==> config.mk <==
export PLATFORM = sky130hd
export DESIGN_NAME = bus_gate_arbiter
export DESIGN_NICKNAME = d
export VERILOG_FILES = /design/src/rtl/bus_gate_arbiter.sv
export SDC_FILE = /design/constraint.sdc
export NUM_CORES = 1
export LEC_CHECK = 0
export BUFFER_PORTS_ARGS = -buffer_cell sky130_fd_sc_hd__buf_2
export CORE_UTILIZATION = 50
export CTS_CLUSTER_DIAMETER = 40
export DETAILED_ROUTE_END_ITERATION = 12
export PLACE_DENSITY = 0.69
export SLEW_MARGIN = 10
export SYNTH_ARGS = -nofsm -noshare
export SYNTH_HDL_FRONTEND = slang
export SYNTH_SLANG_ARGS = --single-unit
==> constraint.sdc <==
create_clock -name clk -period 2.9 [get_ports clk]
set_clock_uncertainty 0.1 [all_clocks]
set_input_delay 0.145 -clock clk [delete_from_list [all_inputs] [get_ports clk]]
set_output_delay 0.145 -clock clk [all_outputs]
set_load 0.01 [all_outputs]
==> src/rtl/bus_gate_arbiter.sv <==
// rtl/bus_gate_arbiter.sv - round-robin bus gate arbiter with bounded hold time
//
// Purpose:
//   Owns the four bus gate enables that pick the driver of the 16-bit datapath
//   bus. Requests are arbitrated round-robin starting at rrPtr. An owner may keep
//   the bus for at most MAX_HOLD consecutive cycles. After that it is forcibly
//   released for one idle cycle. At most one gate is active in any cycle.
//
// Ports:
//   clk           rising-edge system clock
//   reset_n       synchronous active-low reset
//   req[3:0]      level requests: [0]=MARM [1]=PC [2]=ALU [3]=MDR
//   gnt[3:0]      registered one-hot-or-zero grant, same bit order as req
//   enaMARM..MDR  gate enables, equal to gnt[0..3]
//   bus_busy      registered, equal to |gnt
//   hold_timeout  registered one-cycle pulse in the cycle after a forced release

module bus_gate_arbiter #(
    parameter int MAX_HOLD = 8,
    parameter int CNT_W    = 4
) (
    input  logic       clk,
    input  logic       reset_n,
    input  logic [3:0] req,
    output logic [3:0] gnt,
    output logic       enaMARM,
    output logic       enaPC,
    output logic       enaALU,
    output logic       enaMDR,
    output logic       bus_busy,
    output logic       hold_timeout
);

    typedef enum logic [1:0] {
        IDLE    = 2'd0,
        GRANT   = 2'd1,
        RELEASE = 2'd2
    } state_t;

    localparam logic [CNT_W-1:0] HOLD_LIMIT = CNT_W'(MAX_HOLD);
    localparam logic [CNT_W-1:0] CNT_ONE    = CNT_W'(1);

    state_t           state;
    state_t           stateNext;
    logic [3:0]       gntNext;
    logic             busyNext;
    logic             timeoutNext;
    logic [1:0]       rrPtr;
    logic [1:0]       rrPtrNext;
    logic [1:0]       owner;
    logic [1:0]       ownerNext;
    logic [CNT_W-1:0] holdCnt;
    logic [CNT_W-1:0] holdCntNext;

    // Pointer that follows the current owner; 2-bit arithmetic wraps 3->0.
    logic [1:0] ownerInc;
    assign ownerInc = owner + 2'd1;

    // Winner scanning from rrPtr (used from IDLE / RELEASE).
    logic [1:0] winIdle;
    // Winner scanning from owner+1 (used when the owner drops its request,
    // so the arbitration already sees the updated pointer in the same cycle).
    logic [1:0] winHandoff;

    function automatic logic [1:0] pickWinner(input logic [1:0] ptr, input logic [3:0] r);
        logic [1:0] idx;
        logic       found;
        pickWinner = ptr;
        found      = 1'b0;
        for (int k = 0; k < 4; k++) begin
            idx = ptr + 2'(k);
            if (!found && r[idx]) begin
                pickWinner = idx;
                found      = 1'b1;
            end
        end
    endfunction

    assign winIdle    = pickWinner(rrPtr, req);
    assign winHandoff = pickWinner(ownerInc, req);

    // Next-state and next-output logic.
    always_comb begin
        stateNext   = state;
        gntNext     = gnt;
        rrPtrNext   = rrPtr;
        ownerNext   = owner;
        holdCntNext = holdCnt;
        timeoutNext = 1'b0;

        case (state)
            IDLE, RELEASE: begin
                if (|req) begin
                    gntNext     = 4'b0001 << winIdle;
                    ownerNext   = winIdle;
                    holdCntNext = CNT_ONE;
                    stateNext   = GRANT;
                end else begin
                    gntNext     = 4'b0000;
                    holdCntNext = '0;
                    stateNext   = IDLE;
                end
            end

            GRANT: begin
                if (!req[owner]) begin
                    // Voluntary release: hand straight to the next requester,
                    // with no idle cycle in between.
                    rrPtrNext = ownerInc;
                    if (|req) begin
                        gntNext     = 4'b0001 << winHandoff;
                        ownerNext   = winHandoff;
                        holdCntNext = CNT_ONE;
                        stateNext   = GRANT;
                    end else begin
                        gntNext     = 4'b0000;
                        holdCntNext = '0;
                        stateNext   = IDLE;
                    end
                end else if (holdCnt < HOLD_LIMIT) begin
                    holdCntNext = holdCnt + CNT_ONE;
                end else begin
                    // Hold limit reached: force one idle cycle and demote owner.
                    gntNext     = 4'b0000;
                    timeoutNext = 1'b1;
                    rrPtrNext   = ownerInc;
                    holdCntNext = '0;
                    stateNext   = RELEASE;
                end
            end

            default: begin
                gntNext     = 4'b0000;
                holdCntNext = '0;
                stateNext   = IDLE;
            end
        endcase

        busyNext = |gntNext;
    end

    // State and output registers.
    always_ff @(posedge clk) begin
        if (!reset_n) begin
            state        <= IDLE;
            gnt          <= 4'b0000;
            bus_busy     <= 1'b0;
            hold_timeout <= 1'b0;
            rrPtr        <= 2'd0;
            owner        <= 2'd0;
            holdCnt      <= '0;
        end else begin
            state        <= stateNext;
            gnt          <= gntNext;
            bus_busy     <= busyNext;
            hold_timeout <= timeoutNext;
            rrPtr        <= rrPtrNext;
            owner        <= ownerNext;
            holdCnt      <= holdCntNext;
        end
    end

    assign enaMARM = gnt[0];
    assign enaPC   = gnt[1];
    assign enaALU  = gnt[2];
    assign enaMDR  = gnt[3];

endmodule

# Word-level counts from Yosys, hierarchy flattened
# Cells that the tools add are included.
# totals
regBits,16
inputBits,6
out_inout_bits,10
wordCells,104
# classes
add_sub_neg,8
n_lt_le_gt_ge,10
n_eq_ne,7
n_shift,2
n_mux,50
n_reduce_logical,20
# ops
op,count
2-bit by 3-bit < comparator with 1-bit output (second input constant),9
2-bit two-way mux,13
4-bit two-way mux,6
1-bit binary-select mux with 2-bit select,9
1-bit two-way mux,18
4-bit one-hot mux with 2 select lines,2
2-bit adder (second input constant),4
2-bit != test (second input constant),4
2-bit one-hot mux with 2 select lines,2
4-bit OR reduction,2
1-bit by 2-bit left shift with 4-bit output (first input constant),2
2-bit by 1-bit adder with 2-bit output (second input constant),3
1-bit logical AND,6
1-bit logical NOT,6
4-bit by 1-bit adder with 4-bit output (second input constant),1
4-bit < comparator (second input constant),1
4-bit AND reduction,1
3-bit != test (second input constant),1
3-bit AND reduction,1
2-bit by 1-bit == test with 1-bit output (second input constant),1
2-bit == test (second input constant),1
2-bit logical NOT,1
2-bit AND reduction,1
2-bit nonzero test,1
2-bit OR reduction,1

# Logic depth before layout (Yosys ltp)
# Gate-level depths: netlist (run 1).
# logic_depth
word_depth,18
ltp_mapped,8
mapped_depth_nobuf,6

# Worst setup path before layout (run 1)
# OpenSTA, ideal clock, no wires.
# synth_path
path_type,register -> register
start,register owner[1]
end,register bus_busy
setup_ns,0.143
arrival_time_ns,1.713
required_time_ns,2.657
slack_ns,0.944
stages_incl_launch_ff,8
path_buffers,1
period_less_slack_ns,1.956
cell_sequence,dfxtp_1 mux4_2 nor2b_4 and2_4 buf_6 a32o_1 o21ai_1 a41oi_1
# synth_between
elab_chain_cells,18
elab_cells_between_ends,31
classes_between,4 x add/sub; 1 x shift; 19 x mux; 7 x reduce/logical
# synth_lines
element,line,source
start: declaration,50,logic [1:0] owner;
start signal: assignment,158,owner <= ownerNext;
"parallel branches: the longest is 15 deep, another holds 2-bit by 1-bit adder with 2-bit output",n/a,
4-bit two-way mux *,106,if (!req[owner]) begin
4-bit one-hot mux with 2 select lines *,91,case (state)
4-bit OR reduction *,139,busyNext = |gntNext;
end signal: assignment,155,bus_busy <= busyNext;
end: declaration,30,"output logic bus_busy,"
# Every way passes the cells marked *. The select of a mux whose other input is x is not followed.
# A chain may end at the register's enable or synchronous reset.

# Worst setup path in the final report (run 1)
# Ends and elaborated chain as after synthesis.

==> results.md, run 1 <==
* Outcome: complete, no violations
* Vias in the first global route at between 800 and 900
* WL/cell at ~14 um
* Detailed Route Iter0 Violations at 16
* Fill cell count at around 190
* Leak pwr at between 0.4 and 0.5 nW
* Htree depth at 1
* Final worst path period need at 2.31 ns
* Die width at just under 50 um
* GRT Total Usage at 20.5%
* Critical Path AT at 2.42 ns
* Max-Cap Viols at 0
* Via-per-instance ratio at between 5 and 6
* CP endpoint kind: flop
* Nets at 140
* Die Area at between 0.002 and 0.0025 sq mm
* Dpl hpwl at ~1600 um
* Multi-input gate area at approximately 660 sq um
* Async set-reset flop share out of synthesis at 0%
* Least-Margin Pin Slew at between 0.4 and 0.5 ns
* Count of final hold-check violations at 0
* Core Rows at 16
* CP Class: reg2reg
* Sequential cell area at roughly 320 sq um
* Area contributors post-synth: dfxtp_1 (30%), nor2_1 (5.2%), buf_4 (3.5%)
* Resize count post-CTS at 0
* Sequential area share after synthesis at 29.7%
* Critical Path RT at 3.01 ns
* Boundary pin count at 16
* Synthesis-to-finish area growth at 5.34%
* FMAX at 433 MHz
* TritonRoute pass-1 iters at 5
* Drt drc at 0
* Layout cells sized above 1 at roughly 25%
* Routed wire length on met2 at between 900 and 1000 um
* M1 wire length at roughly 1100 um
* Post-Syn Area per Cell at approximately 8.7 sq um
* CTS root buf: clkbuf_4
* Predominant post-synthesis flop cell: dfxtp_1
* DR top layer: met4
* RSZ-0062 raised after global routing: no
* Clk sinks at 16
* Insertion delay to the later sink of the worst-skew pair at ~0.28 ns
* Hold WS at roughly 0.067 ns
* Synth top area share at 29.7%
* Synth warnings at 0
* Hold buffer count at CTS at 0
* Clk buf depth at 2
* Synth area leader: dfxtp_1
* Vias at ~900
* Tcrit/Tclk final at between 70% and 80%
* #FFs+latches synth at 16
* Number of synthesized flops with an enable pin at 0
* Pwr dens at 607 mW/mm^2
* Syn Inst Count at between 100 and 150
* Mapped cell area at about 0.0011 sq mm
* Tot Pwr at a little under 0.7 mW
* Syn nets at between 100 and 150
* Worst hold path class: in2reg
* Antenna-violating nets left at 0
* Post-CTS setup buffer count at 0
* Max VDD drop at between 0.3 and 0.4 mV
* Top cells by count, synth: dfxtp_1 (16), nor2_1 (15), nand2_1 (8)
* Clock transition at path regs at roughly 0.09 ns
* DR WL met3 at about 61 um
* Final wirelength at about 2200 um
* Post-synthesis cell type count at 50
* Crit path launch type: flop
* Worst rel slew slack at 67.9%
* First-pass GRT wire length at 3870 um
* Count leader, synth: dfxtp_1
* CTS tree: built
* Worst-path fanout max at 12
* Setup-failing EPs final at 0
* Die height at just under 50 um
* Largest net degree at the start of global routing at 16
* Antenna violations before repair at 0
* Starting Density at 53.8%
* Core area at ~0.0020 sq mm
* # diodes at 0
* Grt ovf at 0
* Slew Limit Fails at 0
* RePlAce Congestion at 0.891
* Cts bufs inserted at 3
* Setup TNS at 0 ns
* PortBufs at 15
-- final timing paths --
kind         slack [ns]  startpoint          to  depth (start not counted)
max                0.59    owner[1]    bus_busy                          6
min                0.07     reset_n  holdCnt[3]                          3
max reg2reg        0.59    owner[1]    bus_busy                          6
min reg2reg        0.37  holdCnt[1]  holdCnt[3]                          2
-- layer usage --
| layer | track usage, % | vias to the layer above |
|---|---|---|
| li1 | - | 463 |
| met1 | 27.5 | 418 |
| met2 | 32.4 | 16 |
| met3 | 5.03 | 5 |
| met4 | 6.37 | 0 |
| met5 | 0 | - |
-- state kept, by name, indices dropped and copies added (netlist names) --
| signal | cells |
|---|---|
| owner | 2 |
| holdCnt | 4 |
| rrPtr | 2 |
| state | 2 |
| gnt | 4 |
| bus_busy | 1 |
| hold_timeout | 1 |
-- cell type report --
class | instances | area share, %
Inverter | 7 | 2.32
Multi-Input combinational cell | 90 | 57.9
Timing Repair Buffer | 15 | 6.62
Clock buffer | 3 | 1.98
Sequential cell | 16 | 28.2
Tap cell | 27 | 2.98
-- critical path, stage by stage (launching register included) --
cell and delay, ns:
dfxtp_1 0.63, mux2_2 0.40, o31ai_2 0.26, o21ai_2 0.13, nor4b_1 0.41, a311oi_1 0.10, a41oi_1 0.19
-- layout by cell type (no fill, tap or decap), drive strengths merged, types with 3 or more instances in the layout --
master and instances:
nand2b 4, and4 3, dfxtp 16, nor2 16
nor3b 3, o21ai 6, nor2b 4, a21oi 5
clkbuf 3, buf 15, nor4b 3, nor3 3
inv 6, nand2 8
-- cell families (layout without fill, tap and decap cells) --
logic type                 after synthesis  count (layout)  share of synthesized area [%]
adders and majority gates                1               1                           1.16
muxes                                    4               4                           4.99
AOI/OAI and AO/OA                       29              29                           22.4
DFF                                     16              16                           29.7
and+or+nand+nor                         54              54                           30.1
buffers and inverters                   18              25                           9.29
xor gates and xnor gates                 2               2                           2.32
-- power by group --
part           leakage (nW)  total, mW  switching (mW)  internal [mW]
Clock                0.0138      0.112          0.0641         0.0482
Sequential            0.131      0.292          0.0413          0.250
Combinational         0.321      0.285           0.154          0.131
-- per-stage QoR --
| stage | utilization, % | setup slack (ns) | instance area (sq um) | cells |
|---|---|---|---|---|
| final | 56.7 | 0.590 | 1130 | 158 |
| after global routing | 56.7 | 0.430 | 1130 | 158 |
| after CTS | 56.7 | 0.611 | 1130 | 158 |
| after detailed placement | 55.6 | 0.645 | 1110 | 155 |
| after global placement | 55.6 | 0.684 | 1110 | 155 |
| after floorplan | - | 0.944 | 1080 | 124 |
Power figures use the tool's default switching activity.
==> run 2: changes to the inputs <==
--- a/config.mk
+++ b/config.mk
@@ -9,7 +9,7 @@
 export CORE_UTILIZATION = 50
 export CTS_CLUSTER_DIAMETER = 40
 export DETAILED_ROUTE_END_ITERATION = 12
-export PLACE_DENSITY = 0.69
+export PLACE_DENSITY = 0.72
 export SLEW_MARGIN = 10
 export SYNTH_ARGS = -nofsm -noshare
 export SYNTH_HDL_FRONTEND = slang
==> constraint.sdc (replaced) <==
create_clock -name clk -period 2.1 [get_ports clk]
set_clock_uncertainty 0.1 [all_clocks]
set_input_delay 0.105 -clock clk [delete_from_list [all_inputs] [get_ports clk]]
set_output_delay 0.105 -clock clk [all_outputs]
set_load 0.01 [all_outputs]
==> run 2 against run 1 <==
Die area is the same. Worst hold slack lost 0.045 ns. First-iteration DRC count grew 88%. Sequential power grew 35%. Via count grew 5.5%. Critical endpoint unchanged. Largest cell class unchanged. Largest power group is now combinational cells. Highest routed layer unchanged.
==> results.md, run 2 (synthesis results as in run 1) <==
* Util after Layout at 62.7%
* Pwr dens at 865 mW/mm^2
* Drt drc at 0
* Clock transition at path regs at ~0.09 ns
* Slew Limit Fails at 0
* Tcrit/Tclk final at a little over nine tenths
* Critical path cell sequence: mux4_2, nor2b_4, and2_4, a32o_1, o21ai_1, a41oi_2
* First-pass GRT wire length at about 4100 um
* Crit-path leading delay family: compound AO/OA/AOI/OAI gates
* Die Area at between 0.002 and 0.0025 sq mm
* Grt ovf at 0
* Core area at 0.00200 sq mm
* Highest-count cells in the layout ignoring fill and taps: nor2_1 (15), buf_2 (15), dfxtp_1 (14)
* Switch Pwr at ~0.40 mW
* Boundary pin count at 16
* PortBufs at 15
* Die width at slightly below 50 um
* Clk buf depth at 2
* Setup TNS at 0 ns
* Die height at ~48 um
* GRT Total Usage at between 20 and 25%
* Dpl hpwl at between 1500 and 2000 um
* Core Rows at 16
* RePlAce Congestion at about 0.84
* Slowest stage delay, CP at 0.53 ns
* Clk sinks at 16
* WL/cell at ~14 um
* DR WL met3 at 79 um
* TritonRoute pass-1 iters at 4
* Nets at roughly 150
* M1 wire length at roughly 1100 um
* Count of final hold-check violations at 0
* Critical Path AT at 2.08 ns
* Clock Power Share at about 18%
* Tot Pwr at approximately 1.1 mW
* Multi-input gate area at between 700 and 800 sq um
* Max-Cap Viols at 0
* Least-Margin Pin Slew at around 0.44 ns
* Sequential power share at 36.3%
* Antenna-violating nets left at 0
* Switching Share at 36.6%
* CTS tree: built
* Worst setup margin at 0.0862 ns
* Worst path bufs/invs at 0
* FMAX at a little under 500 MHz
* Vias at about 950
* DR top layer: met4
* Finished layout cell area at approximately 0.0013 sq mm
* Fill cell count at ~170
* CP endpoint kind: flop
* Top Registers: gnt (4), holdCnt (4)
* Htree depth at 1
* # diodes at 0
* Worst-path fanout max at 7
* Max VDD drop at between 0.6 and 0.7 mV
* Layout cells sized above 1 at between 30 and 40%
* DP Worst Slack at roughly 0.0077 ns
* Sequential cell area at approximately 330 sq um
* DP Cell Count at around 160
* Antenna violations before repair at 0
* Final worst path period need at about 2.0 ns
* Pint at 0.690 mW
* Hold WS at between 0.02 and 0.025 ns
* Vias in the first global route at just over 900
* Outcome: complete, no violations
* Crit path launch type: flop
* CP Class: reg2reg
* Hold buffer count at CTS at 0
* Setup-failing EPs final at 0
* Worst rel slew slack at between 70 and 80%
* Largest net degree at the start of global routing at 16
* Crit path max-delay cell type: mux4_2
* Routed wire length on met2 at roughly 1100 um
* Cts bufs inserted at 3
* Starting Density at between 50 and 60%
* Via-per-instance ratio at 5.80
* Leak pwr at approximately 0.5 nW
* Layout Cells excl Fill at 164
* Critical Path RT at 2.16 ns
* Insertion delay to the later sink of the worst-skew pair at slightly below 0.3 ns
* Combinational share of power at approximately 45%
* Detailed Route Iter0 Violations at 30
* Final wirelength at 2330 um
* Placed instance area at around 0.0011 sq mm
* CTS root buf: clkbuf_4
* Synthesis-to-finish area growth at 16.6%
* Worst hold path class: in2reg
## run 2: cell count changes in the layout (fill, tap and decap cells not counted), moves of 2 or more
cell | before | now
nor4_1 | 2 | 0
nor4_2 | 0 | 2
dfxtp_1 | 16 | 14
buf_4 | 0 | 4
## run 2: worst paths after layout
check	end	slack, ns	cells past startpoint	start
setup / recovery	bus_busy	0.09	6	owner[1]
hold / removal	owner[0]	0.02	2	reset_n
setup reg to reg	bus_busy	0.09	6	owner[1]
hold reg to reg	holdCnt[3]	0.35	2	holdCnt[1]
## run 2: layer usage
metal / global-route usage (%) / vias to the layer above
met5: 0 / -
met4: 7.35 / 0
met3: 6.29 / 5
met2: 34.7 / 22
met1: 28.0 / 450
li1: - / 475
## run 2: what timing repair did
item,4_1_cts,5_1_grt
buffers inserted,0,1
setup endpoints to repair,1,3
resized for setup,1,13
pin swaps,0,5
## run 2: cell type report
cell class | count | share of cell area (%)
Inverter | 7 | 2.09
Timing Repair Buffer | 20 | 9.26
Sequential cell | 16 | 25.9
Clock buffer | 4 | 2.89
Tap cell | 27 | 2.69
Multi-Input combinational cell | 90 | 57.2
## run 2: power groups by stage
| stage | Combinational, mW | Sequential, mW | Clock (mW) |
|---|---|---|---|
| 6_report | 0.493 | 0.395 | 0.199 |
| 3_3_place_gp | 0.427 | 0.394 | 0 |
| 4_1_cts | 0.437 | 0.389 | 0.208 |
| 5_1_grt | 0.540 | 0.403 | 0.222 |
| 3_5_place_dp | 0.434 | 0.395 | 0 |
| 2_1_floorplan | 0.353 | 0.385 | 0 |
## run 2: worst reg2reg max path: cells and delay by family, from the launching register on
| kind | cells | cell delay [ns] |
|---|---|---|
| DFF | 1 | 0.40 |
| AOI/OAI and AO/OA | 3 | 0.54 |
| muxes | 1 | 0.53 |
| and+or+nand+nor | 2 | 0.33 |
